File: config.mk
export PLATFORM = sky130hd
export DESIGN_NAME = pid_iterm_sched
export DESIGN_NICKNAME = d
export VERILOG_FILES = /design/src/rtl/pid_iterm_sched.sv
export SDC_FILE = /design/constraint.sdc
export NUM_CORES = 1
export LEC_CHECK = 0
export CAP_MARGIN = 30
export CORE_ASPECT_RATIO = 0.8
export CORE_MARGIN = 1
export CORE_UTILIZATION = 57
export CTS_CLUSTER_SIZE = 12
export DETAILED_ROUTE_END_ITERATION = 8
export PLACE_DENSITY = 0.9
export SLEW_MARGIN = 20
export SYNTH_ARGS = -nofsm -noshare
export SYNTH_HDL_FRONTEND = slang
export SYNTH_SLANG_ARGS = --single-unit
File: constraint.sdc
create_clock -name clk -period 5.55 [get_ports clk]
set_input_delay 0.555 -clock clk [delete_from_list [all_inputs] [get_ports clk]]
set_output_delay 0.555 -clock clk [all_outputs]
set_load 0.01 [all_outputs]
File: src/rtl/pid_iterm_sched.sv
// -----------------------------------------------------------------------------
// pid_iterm_sched
//
// Time-shared integral-term engine for the two PID control loops. One
// saturate/add datapath is shared round-robin between channel 0 and channel 1.
// Each channel has its own 15-bit integrator that freezes on signed overflow.
// The 9-bit I-term of each channel is the top nine integrator bits.
//
// Ports:
//   clk      in   system clock
//   rst_n    in   asynchronous active-low reset
//   moving   in   high enables integration; low clears integrators and pending work
//   err_vld  in   [1:0] one-cycle strobe per channel, bit c qualifies err<c>
//   err0     in   [11:0] signed error, channel 0
//   err1     in   [11:0] signed error, channel 1
//   I_term0  out  [8:0] signed, integ0[14:6]
//   I_term1  out  [8:0] signed, integ1[14:6]
//   done     out  [1:0] one-cycle pulse on bit c after channel c's integrator write
//   ovr      out  [1:0] sticky overrun flag per channel (cleared by reset only)
// -----------------------------------------------------------------------------
module pid_iterm_sched (
  input  logic               clk,
  input  logic               rst_n,
  input  logic               moving,
  input  logic [1:0]         err_vld,
  input  logic signed [11:0] err0,
  input  logic signed [11:0] err1,
  output logic signed [8:0]  I_term0,
  output logic signed [8:0]  I_term1,
  output logic [1:0]         done,
  output logic [1:0]         ovr
);

  localparam int DATA_W = 12;
  localparam int SAT_W  = 10;
  localparam int ACC_W  = 15;

  localparam logic signed [DATA_W-1:0] SAT_HI = 12'sd511;
  localparam logic signed [DATA_W-1:0] SAT_LO = -12'sd512;

  typedef enum logic [1:0] {
    IDLE = 2'd0,
    LOAD = 2'd1,
    ACC  = 2'd2
  } state_t;

  // Clamp a 12-bit error into the 10-bit range the integrator accepts.
  function automatic logic signed [SAT_W-1:0] sat10(input logic signed [DATA_W-1:0] x);
    if (x > SAT_HI)
      return 10'sh1FF;
    else if (x < SAT_LO)
      return 10'sh200;
    else
      return x[SAT_W-1:0];
  endfunction

  function automatic logic signed [ACC_W-1:0] sext15(input logic signed [SAT_W-1:0] x);
    return {{(ACC_W-SAT_W){x[SAT_W-1]}}, x};
  endfunction

  // Signed overflow of a + b: operands agree in sign and the sum does not.
  function automatic logic add_ovf(input logic signed [ACC_W-1:0] a,
                                   input logic signed [ACC_W-1:0] b,
                                   input logic signed [ACC_W-1:0] s);
    return (a[ACC_W-1] == b[ACC_W-1]) && (s[ACC_W-1] != a[ACC_W-1]);
  endfunction

  state_t                    state, state_nxt;
  logic [1:0]                pend;
  logic                      last;
  logic                      cur_p1;
  logic signed [DATA_W-1:0]  err_lat0_p0, err_lat1_p0;
  logic signed [SAT_W-1:0]   sat_p1;
  logic signed [ACC_W-1:0]   integ0, integ1;

  logic                      grant_vld;
  logic                      grant;
  logic [1:0]                clr;
  logic signed [ACC_W-1:0]   acc_p2, add_p2, sum_p2;
  logic                      ovf_p2;

  // ---- stage 0: request latch and arbitration ----
  always_comb begin
    grant_vld = moving && (state == IDLE) && (pend != 2'b00);
    // Tie goes to the channel that was not served last.
    if (pend == 2'b11)
      grant = ~last;
    else
      grant = pend[1];
    clr = 2'b00;
    if (grant_vld)
      clr = grant ? 2'b10 : 2'b01;
  end

  // A strobe landing on the grant edge of its own channel re-arms pend and is
  // not an overrun: the clear is masked by the new request.
  always_ff @(posedge clk or negedge rst_n) begin
    if (!rst_n) begin
      pend   <= 2'b00;
      ovr    <= 2'b00;
      last   <= 1'b1;
      cur_p1 <= 1'b0;
    end else if (!moving) begin
      pend <= 2'b00;
    end else begin
      pend <= (pend & ~clr) | err_vld;
      ovr  <= ovr | (err_vld & pend & ~clr);
      if (grant_vld) begin
        cur_p1 <= grant;
        last   <= grant;
      end
    end
  end

  always_ff @(posedge clk) begin
    if (moving && err_vld[0])
      err_lat0_p0 <= err0;
    if (moving && err_vld[1])
      err_lat1_p0 <= err1;
  end

  // ---- stage 1: granted error saturated into sat_p1 ----
  always_ff @(posedge clk) begin
    if (grant_vld)
      sat_p1 <= sat10(grant ? err_lat1_p0 : err_lat0_p0);
  end

  always_ff @(posedge clk or negedge rst_n) begin
    if (!rst_n)
      state <= IDLE;
    else if (!moving)
      state <= IDLE;
    else
      state <= state_nxt;
  end

  always_comb begin
    state_nxt = state;
    case (state)
      IDLE:    if (pend != 2'b00) state_nxt = LOAD;
      LOAD:    state_nxt = ACC;
      ACC:     state_nxt = IDLE;
      default: state_nxt = IDLE;
    endcase
  end

  // ---- stage 2: accumulate into the selected integrator ----
  always_comb begin
    acc_p2 = cur_p1 ? integ1 : integ0;
    add_p2 = sext15(sat_p1);
    sum_p2 = acc_p2 + add_p2;
    ovf_p2 = add_ovf(acc_p2, add_p2, sum_p2);
  end

  always_ff @(posedge clk or negedge rst_n) begin
    if (!rst_n) begin
      integ0 <= '0;
      integ1 <= '0;
    end else if (!moving) begin
      integ0 <= '0;
      integ1 <= '0;
    end else if (state == LOAD && !ovf_p2) begin
      if (cur_p1)
        integ1 <= sum_p2;
      else
        integ0 <= sum_p2;
    end
  end

  // ---- outputs ----
  always_comb begin
    done = 2'b00;
    if (state == ACC)
      done = cur_p1 ? 2'b10 : 2'b01;
  end

  assign I_term0 = integ0[ACC_W-1:ACC_W-9];
  assign I_term1 = integ1[ACC_W-1:ACC_W-9];

endmodule

* Word level (Yosys, flattened, before mapping)
Index checks and enable logic that the tools add are counted.
Storage, ports and cells: output and inout bits 22, register bits after elaboration 72, input port bits 29, word-level logic and storage cells 59
Operators by class: muxes and demuxes 18, eq/ne operators 9, reduce and logical (&&, ||, !) cells 12, $add $sub $neg 1, bitwise logic cells 7, magnitude comparators 2
Operators with widths (count):
- two-way mux 15 bit | 7
- adder 15 x 10 -> 15 bit | 1
- two-way mux 2 bit | 7
- > comparator 12 x 10 -> 1 bit, second input constant | 1
- less-than comparator 12 x 10 -> 1 bit, second input constant | 1
- two-way mux 12 bit | 1
- two-way mux 10 bit | 1
- AND 2 bit | 3
- logical AND 1 bit | 6
- AND reduction 2 bit | 3
- == test 2 bit, second input constant | 2
- != test 2 x 1 -> 1 bit, second input constant | 2
- OR 2 bit | 2
- case mux 2 bit (2 select lines) | 1
- != test 3 x 2 -> 1 bit, second input constant | 1
- == test 2 x 1 -> 1 bit, second input constant | 1
- zero test 2 bit | 1
- != test 2 bit, second input constant | 1
- inverter 2 bit | 1
- nonzero test 2 bit | 1
- == test 1 bit | 1
- zero test 1 bit | 1
- two-way mux 1 bit | 1
- != test 1 bit | 1
- inverter 1 bit | 1

* Longest topological paths before layout
Gate-level depths: netlist (run 1).
word-level depth 8, gate-level depth with buffers 12

* Least setup slack after synthesis (run 1)
No wires, ideal clock.
kind flip-flop to flip-flop, start register cur_p1, end register integ1[11], clock period less this slack 3.073 ns, data arrival time 2.948 ns, cell stages (with the launch flop) 12, data required time 5.425 ns, setup slack 2.477 ns, buffers on the path 3, library setup time 0.125 ns, cells stage by stage dfrtp_1 > buf_4 > buf_1 > mux2_2 > ha_1 > buf_4 > nand3_2 > o41ai_2 > a31oi_1 > a211o_2 > nand4_4 > mux2_2
On the way: word-level cells in the longest chain between the ends 8
Ends and longest elaborated chain:
- from (decl) | RTL line 71 | logic cur_p1;
- from (signal assigned) | RTL line 109 | cur_p1 <= grant;
- two-way mux 15 bit | RTL line 149 | acc_p2 = cur_p1 ? integ1 : integ0;
- adder 15 x 10 -> 15 bit | RTL line 151 | sum_p2 = acc_p2 + add_p2;
- != test 1 bit | RTL line 65 | return (a[ACC_W-1] == b[ACC_W-1]) && (s[ACC_W-1] != a[ACC_W-1]);
- logical AND 1 bit | RTL line 65
- zero test 1 bit | RTL line 162 | end else if (state == LOAD && !ovf_p2) begin
- logical AND 1 bit | RTL line 162
- != test 2 x 1 -> 1 bit (no source line)
- AND reduction 2 bit (no source line)
- to (signal assigned) | RTL line 164 | integ1 <= sum_p2;
- to (decl) | RTL line 74 | logic signed [ACC_W-1:0] integ0, integ1;
Parallel ways exist; a longest one is shown, timed or not. The select of a mux whose other input is x is not followed. A chain may end at the register's enable or synchronous reset.

* Worst setup path after layout (run 1)
Same ends and word-level chain as after synthesis.

==> impl_results.md, run 1 <==
- Slew Limit Fails: 0
- RSZ-0062 raised after global routing: false
- Synth cell count leaders: 45 x nand2_1, 38 x mux2i_1, 37 x dfrtp_1
- Max cap viols: 0
- CP max FO: 21
- I/O Pins: 51
- RePlAce Congestion: 0.844
- Status: finished clean
- Clk_lat worst skew: 0.35 ns
- CP max-delay cell: dfrtp_1
- Die Y: 76.3 microns
- Tcrit/Tclk final: 68.7%
- Worst path bufs/invs: 0
- Fin. Hold Viols: 0
- CTS Hold Bufs: 0
- Clock period minus worst slack: 3.81 ns
- Max incr delay on CP: 0.96 ns
- #FFs+latches synth: 72
- Synth Instances: 335
- Drt wl/cell: 16.5 microns
- CP Cell Sequence: mux2_2, ha_1, fa_1, a21o_1, a221o_1, nand4_1, nand4_1, nand4_4, mux2_2
- Final Net Count: 412
- Syn_nets: 379
- P&R area growth vs syn: 15.8%
- Area of the core: 0.00651 sq mm
- Sequential area share after synthesis: 50.2%
- Clock share of power: 30.0%
- Net Sw Frac: 29.3%
- Pwr Total: 1380 uW
- Layout cell share with drive strength beyond 1: 12.9%
- Startpoint Class: flop
- Die area: 0.00723 sq mm
- Main synth FF type: dfrtp_1
- Remaining DRCs: 0
- Vias in the first global route: 2718
- Initial DRC count: 201
- Antenna violations before repair: 0
- Fill cell count: 503
- Gr usage total: 23.0%
- Synthesized cell area: 0.00393 sq mm
- Syn. warnings: 0
- H-tree levels: 3
- Clock transition at path regs: 0.07 ns
- Critical path data required time: 5.78 ns
- Clock Path Buffers: 2
- Syn Area/Cell: 11.7 sq um
- Power share of the combinational group: 22.6%
- Setup crit end kind: flop
- Ys async rst share: 52.8%
- CTS tree: yes
- Seq pwr share: 47.4%
- P_sw: 403 uW
- Initial core utilization: 60.4%
- Crit path DAT: 4.04 ns
- Pwr/cell area: 303 mW/mm^2
- Max rail drop VDD: 0.247 mV
- Total clock buffers created by CTS: 9
- First-pass GRT wire length: 12700 microns
- Vias: 2631
- Antenna Violating Nets Remaining: 0
- DIE WIDTH: 94.8 microns
- Count leader, synth: nand2_1
- GRT Residual Overflow: 0
- I/O Buffers: 50
- HP Class: in -> async
- Terminus of the critical flop-to-flop path: integ1[11]
- Worst Tran Pin Value: 0.931 ns
- Fmax: 262 MHz
- Root Driver: clkbuf_8
- Number of enable flip-flop cells after synthesis: 34
- Setup Buffers After CTS: 0
- Site Rows: 26
- Detailed Place HPWL: 5400 microns
- Quantity of gates resized following cts: 0
- Flop2flop setup slack: 1.74 ns
- Vias per cell: 5.76
- Critical R2R Launch: cur_p1
- Leakage: 0.00200 uW
- Clk sink count: 72
- Crit Path Class: reg -> reg
- Top-area cell type share of the netlist area: 26.0%
- Reg2reg path depth: 9
- Yosys cell types: 55
- Synth area leaders: edfxtp_1 26%, dfrtp_1 24%, mux2i_1 9.7%
- Antenna cells: 0
- Final TNS setup: 0 ns
- Pre-antenna DRT Iters: 4
- Cell taking the most area after synthesis: edfxtp_1
- Cell family with most CP delay: flip-flops
- Int Pwr: 974 uW
- Relative slew slack: 37.9%
- Clock skew: 0.00845 ns
- DRT Wirelength: 7520 microns
- Pin count of the biggest net entering global routing: 39
- Setup violators final: 0
-- per-layer routing --
layer  global-route usage (%)  vias to the layer above  share of wire (%)
li1                         -                     1271                  -
met1                     29.6                     1273                 43
met2                     37.3                       79                 51
met3                     8.08                        8                5.8
met4                     5.15                        0               0.65
met5                        0                        -                  0
-- cell type report --
cell class	count	area (sq um)	area share, %
well taps	84	105	2.31
clock buffers	10	128	2.80
repair buffers	53	538	11.8
flip-flops and latches	72	1970	43.4
clock inverters	6	70.1	1.54
inverters	7	26.3	0.577
multi-input cells	225	1710	37.6
-- worst register-to-register path: stages, from the launching register on --
cell,delay (ns)
dfrtp_1,0.96
mux2_2,0.42
ha_1,0.21
fa_1,0.41
a21o_1,0.23
a221o_1,0.31
nand4_1,0.16
nand4_1,0.24
nand4_4,0.37
mux2_2,0.38
-- cells in the final DEF, fill, tap and decap left out, types with 3 or more instances in the layout --
cell,n
a21o_1,6
edfxtp_1,34
clkdlybuf4s50_1,49
clkbuf_8,9
clkinvlp_4,3
nand2_1,45
inv_1,7
nand4_1,3
ha_1,14
nand3_1,4
and2_1,6
a21boi_0,4
o21ai_0,17
mux2i_1,38
nor2_1,9
mux2_2,20
a21oi_1,9
dfrtp_1,37
xnor2_1,5
-- cell families (layout without fill, tap and decap cells) --
group	after synthesis	after routing	share of synthesized area [%]
flops	72	72	50.2
mux	58	58	15.4
fa+ha+maj	15	15	4.97
simple gates	88	88	11.6
compound gates	58	58	10.0
buf+inv	38	76	6.40
xor+xnor	6	6	1.34
-- registers in the layout, indices dropped and copies added, names as in the netlist --
name         cells
integ0          15
ovr              2
err_lat0_p0     12
sat_p1          10
cur_p1           1
pend             2
integ1          15
last             1
err_lat1_p0     12
state            2
-- worst max path at each step --
stage            from         end  slack [ns]  cells after the start
6_report       cur_p1  integ1[11]        1.74                      9
5_1_grt        cur_p1  integ1[11]        1.51                      9
4_1_cts        cur_p1  integ1[11]        1.75                      9
3_5_place_dp   cur_p1  integ1[11]        1.75                      9
3_3_place_gp   cur_p1  integ1[11]        1.89                      9
2_1_floorplan  cur_p1  integ1[11]        2.48                     11
-- power by group through the flow --
stage                     combinational (uW)  clock (uW)  sequential, uW
final                                    311         414             653
after global routing                     342         448             659
after floorplan                          247           0             640
after CTS                                308         420             653
after detailed placement                 306           0             664
after global placement                   294           0             660
-- per-stage QoR --
| stage | setup WS (ns) | hold slack [ns] | area, sq um | std cells | utilization (%) |
|---|---|---|---|---|---|
| floorplan | 2.48 | 0.259 | 3930 | 335 | - |
| global placement | 1.89 | 0.444 | 4330 | 440 | 66.5 |
| detailed placement | 1.75 | 0.447 | 4330 | 440 | 66.5 |
| CTS | 1.75 | 0.335 | 4520 | 456 | 69.5 |
| global route | 1.51 | 0.190 | 4550 | 457 | 69.9 |
| finish | 1.74 | 0.165 | 4550 | 457 | 69.9 |
(Power assumes the default switching activity.)
==> run 2: changes to the inputs <==
Settings changed: CORE_UTILIZATION 57 to 55, PLACE_DENSITY 0.9 to 0.88.
Clock period 5.55 ns to 3.9 ns, I/O delays scaled along.
==> run 2 against run 1 <==
Net effect: via count increased by 1.2%; cell area grew 0.22%; sequential cell count unchanged; power increased by 39%; largest cell class unchanged.
==> impl_results.md, run 2 (synthesized netlist as in run 1, its figures left out) <==
- Status: finished clean
- Final Net Count: 415
- First-pass GRT wire length: 12300 microns
- HP Class: reg -> reg
- Vias per cell: 5.75
- Max incr delay on CP: 0.60 ns
- Die area: 0.00749 sq mm
- Slew Limit Fails: 0
- I/O Pins: 51
- Clock transition at path regs: 0.08 ns
- Site Rows: 27
- CTS tree: yes
- CP max-delay cell: dfrtp_1
- Footprint of the multi-input gates: 0.00171 sq mm
- Initial core utilization: 57.0%
- RSZ-0062 raised after global routing: false
- Commonest non-fill, non-tap cell in the layout: clkdlybuf4s50_1
- Flop2flop setup slack: 0.37 ns
- Layout cell share with drive strength beyond 1: 13.3%
- Fmax: 283 MHz
- Setup crit end kind: flop
- Clk_lat worst skew: 0.36 ns
- WP depth: 9
- Pin count of the biggest net entering global routing: 55
- I/O Buffers: 50
- GRT Residual Overflow: 0
- Setup Buffers After CTS: 0
- Fill cell count: 525
- Antenna Violating Nets Remaining: 0
- Tcrit/Tclk final: 90.5%
- Clock skew: 0.0146 ns
- Critical path data required time: 4.14 ns
- Initial DRC count: 142
- Reg area: 0.00197 sq mm
- H-tree levels: 3
- Drt wl/cell: 16.1 microns
- Total clock buffers created by CTS: 9
- Remaining DRCs: 0
- Most frequent cells in the layout: 49 x clkdlybuf4s50_1, 45 x nand2_1, 38 x mux2i_1
- Pwr Total: 1920 uW
- Worst Tran Pin Value: 0.864 ns
- Antenna cells: 0
- Detailed Place HPWL: 5370 microns
- Gr usage total: 21.9%
- Crit path DAT: 3.77 ns
- Root Driver: clkbuf_8
- Vias in the first global route: 2688
- Pre-antenna DRT Iters: 5
- Clock period minus worst slack: 3.53 ns
- Antenna violations before repair: 0
- CP Cell Sequence: buf_4, mux2_2, fa_1, a21o_1, a221o_1, nand4_1, nand4_1, nand4_4, mux2_2
- P&R area growth vs syn: 16.1%
- Max cap viols: 0
- Leakage: 0.00201 uW
- Die Y: 77.6 microns
- RePlAce Congestion: 0.873
- Clock Path Buffers: 2
- Quantity of gates resized following cts: 0
- Worst path bufs/invs: 1
- Hold path cells: 1
- Clk sink count: 72
- Final TNS setup: 0 ns
- Crit Path Class: reg -> reg
- Fin. Hold Viols: 0
- Area of the core: 0.00689 sq mm
- Setup violators final: 0
- Final core utilization: 66.2%
- Reg2reg path depth: 9
- Relative slew slack: 42.0%
- Startpoint Class: flop
- DRT Wirelength: 7440 microns
- Max rail drop VDD: 0.276 mV
- Vias: 2662
- DIE WIDTH: 96.5 microns
- CTS Hold Bufs: 0
- Pwr/cell area: 420 mW/mm^2
- Top flop regs: integ0: 15 flops, integ1: 15 flops
- CP max FO: 14
- Cell family with most CP delay: simple AND/OR/NAND/NOR gates
[run 2: worst reg2reg max path: stages (launching register included)]
cell and delay (ns):
dfrtp_1 0.60, buf_4 0.27, mux2_2 0.38, fa_1 0.44
a21o_1 0.24, a221o_1 0.32, nand4_1 0.18, nand4_1 0.26
nand4_4 0.37, mux2_2 0.37
[run 2: through the flow]
step                instances  hold WS, ns  area, sq um  worst slack [ns]
floorplan                 335       0.0944         3930             0.827
global placement          445        0.442         4340             0.523
detailed placement        445        0.446         4340             0.433
CTS                       461        0.164         4520             0.408
global route              463        0.480         4560             0.186
finish                    463        0.469         4560             0.372
[run 2: path summary, 6_finish.rpt]
kind,start,endpoint
max,cur_p1,integ1[11]
min,ovr[1],ovr[1]
max reg2reg,cur_p1,integ1[11]
min reg2reg,ovr[1],ovr[1]
max in group asynchronous,rst_n,last
min in group asynchronous,rst_n,integ1[4]
[run 2: layer usage]
| metal | vias to the layer above | GRT usage, % | part of all wire (%) | routed length [microns] |
|---|---|---|---|---|
| li1 | 1271 | - | - | - |
| met1 | 1279 | 25.8 | 44 | 3240 |
| met2 | 99 | 36.3 | 48 | 3610 |
| met3 | 13 | 7.65 | 6.7 | 495 |
| met4 | 0 | 8.24 | 1.3 | 96 |
| met5 | - | 0 | 0 | 0 |
[run 2: layout make-up]
cell class / count / share of cell area (%)
flip-flops and latches: 72 / 43.3
multi-input cells: 225 / 37.5
repair buffers: 56 / 12.3
clock buffers: 9 / 2.72
well taps: 87 / 2.39
clock inverters: 7 / 1.21
inverters: 7 / 0.576
[run 2: report_power, final]
part           internal (uW)  total, uW  switching, uW
registers                868        917           48.8
logic                    226        459            233
clock network            236        540            303
==> run 3: changes to the inputs <==
Settings changed: SETUP_SLACK_MARGIN set to 0.05.
==> results of run 3 <==
No change in the layout: final DEF, timing and power equal those of run 2.
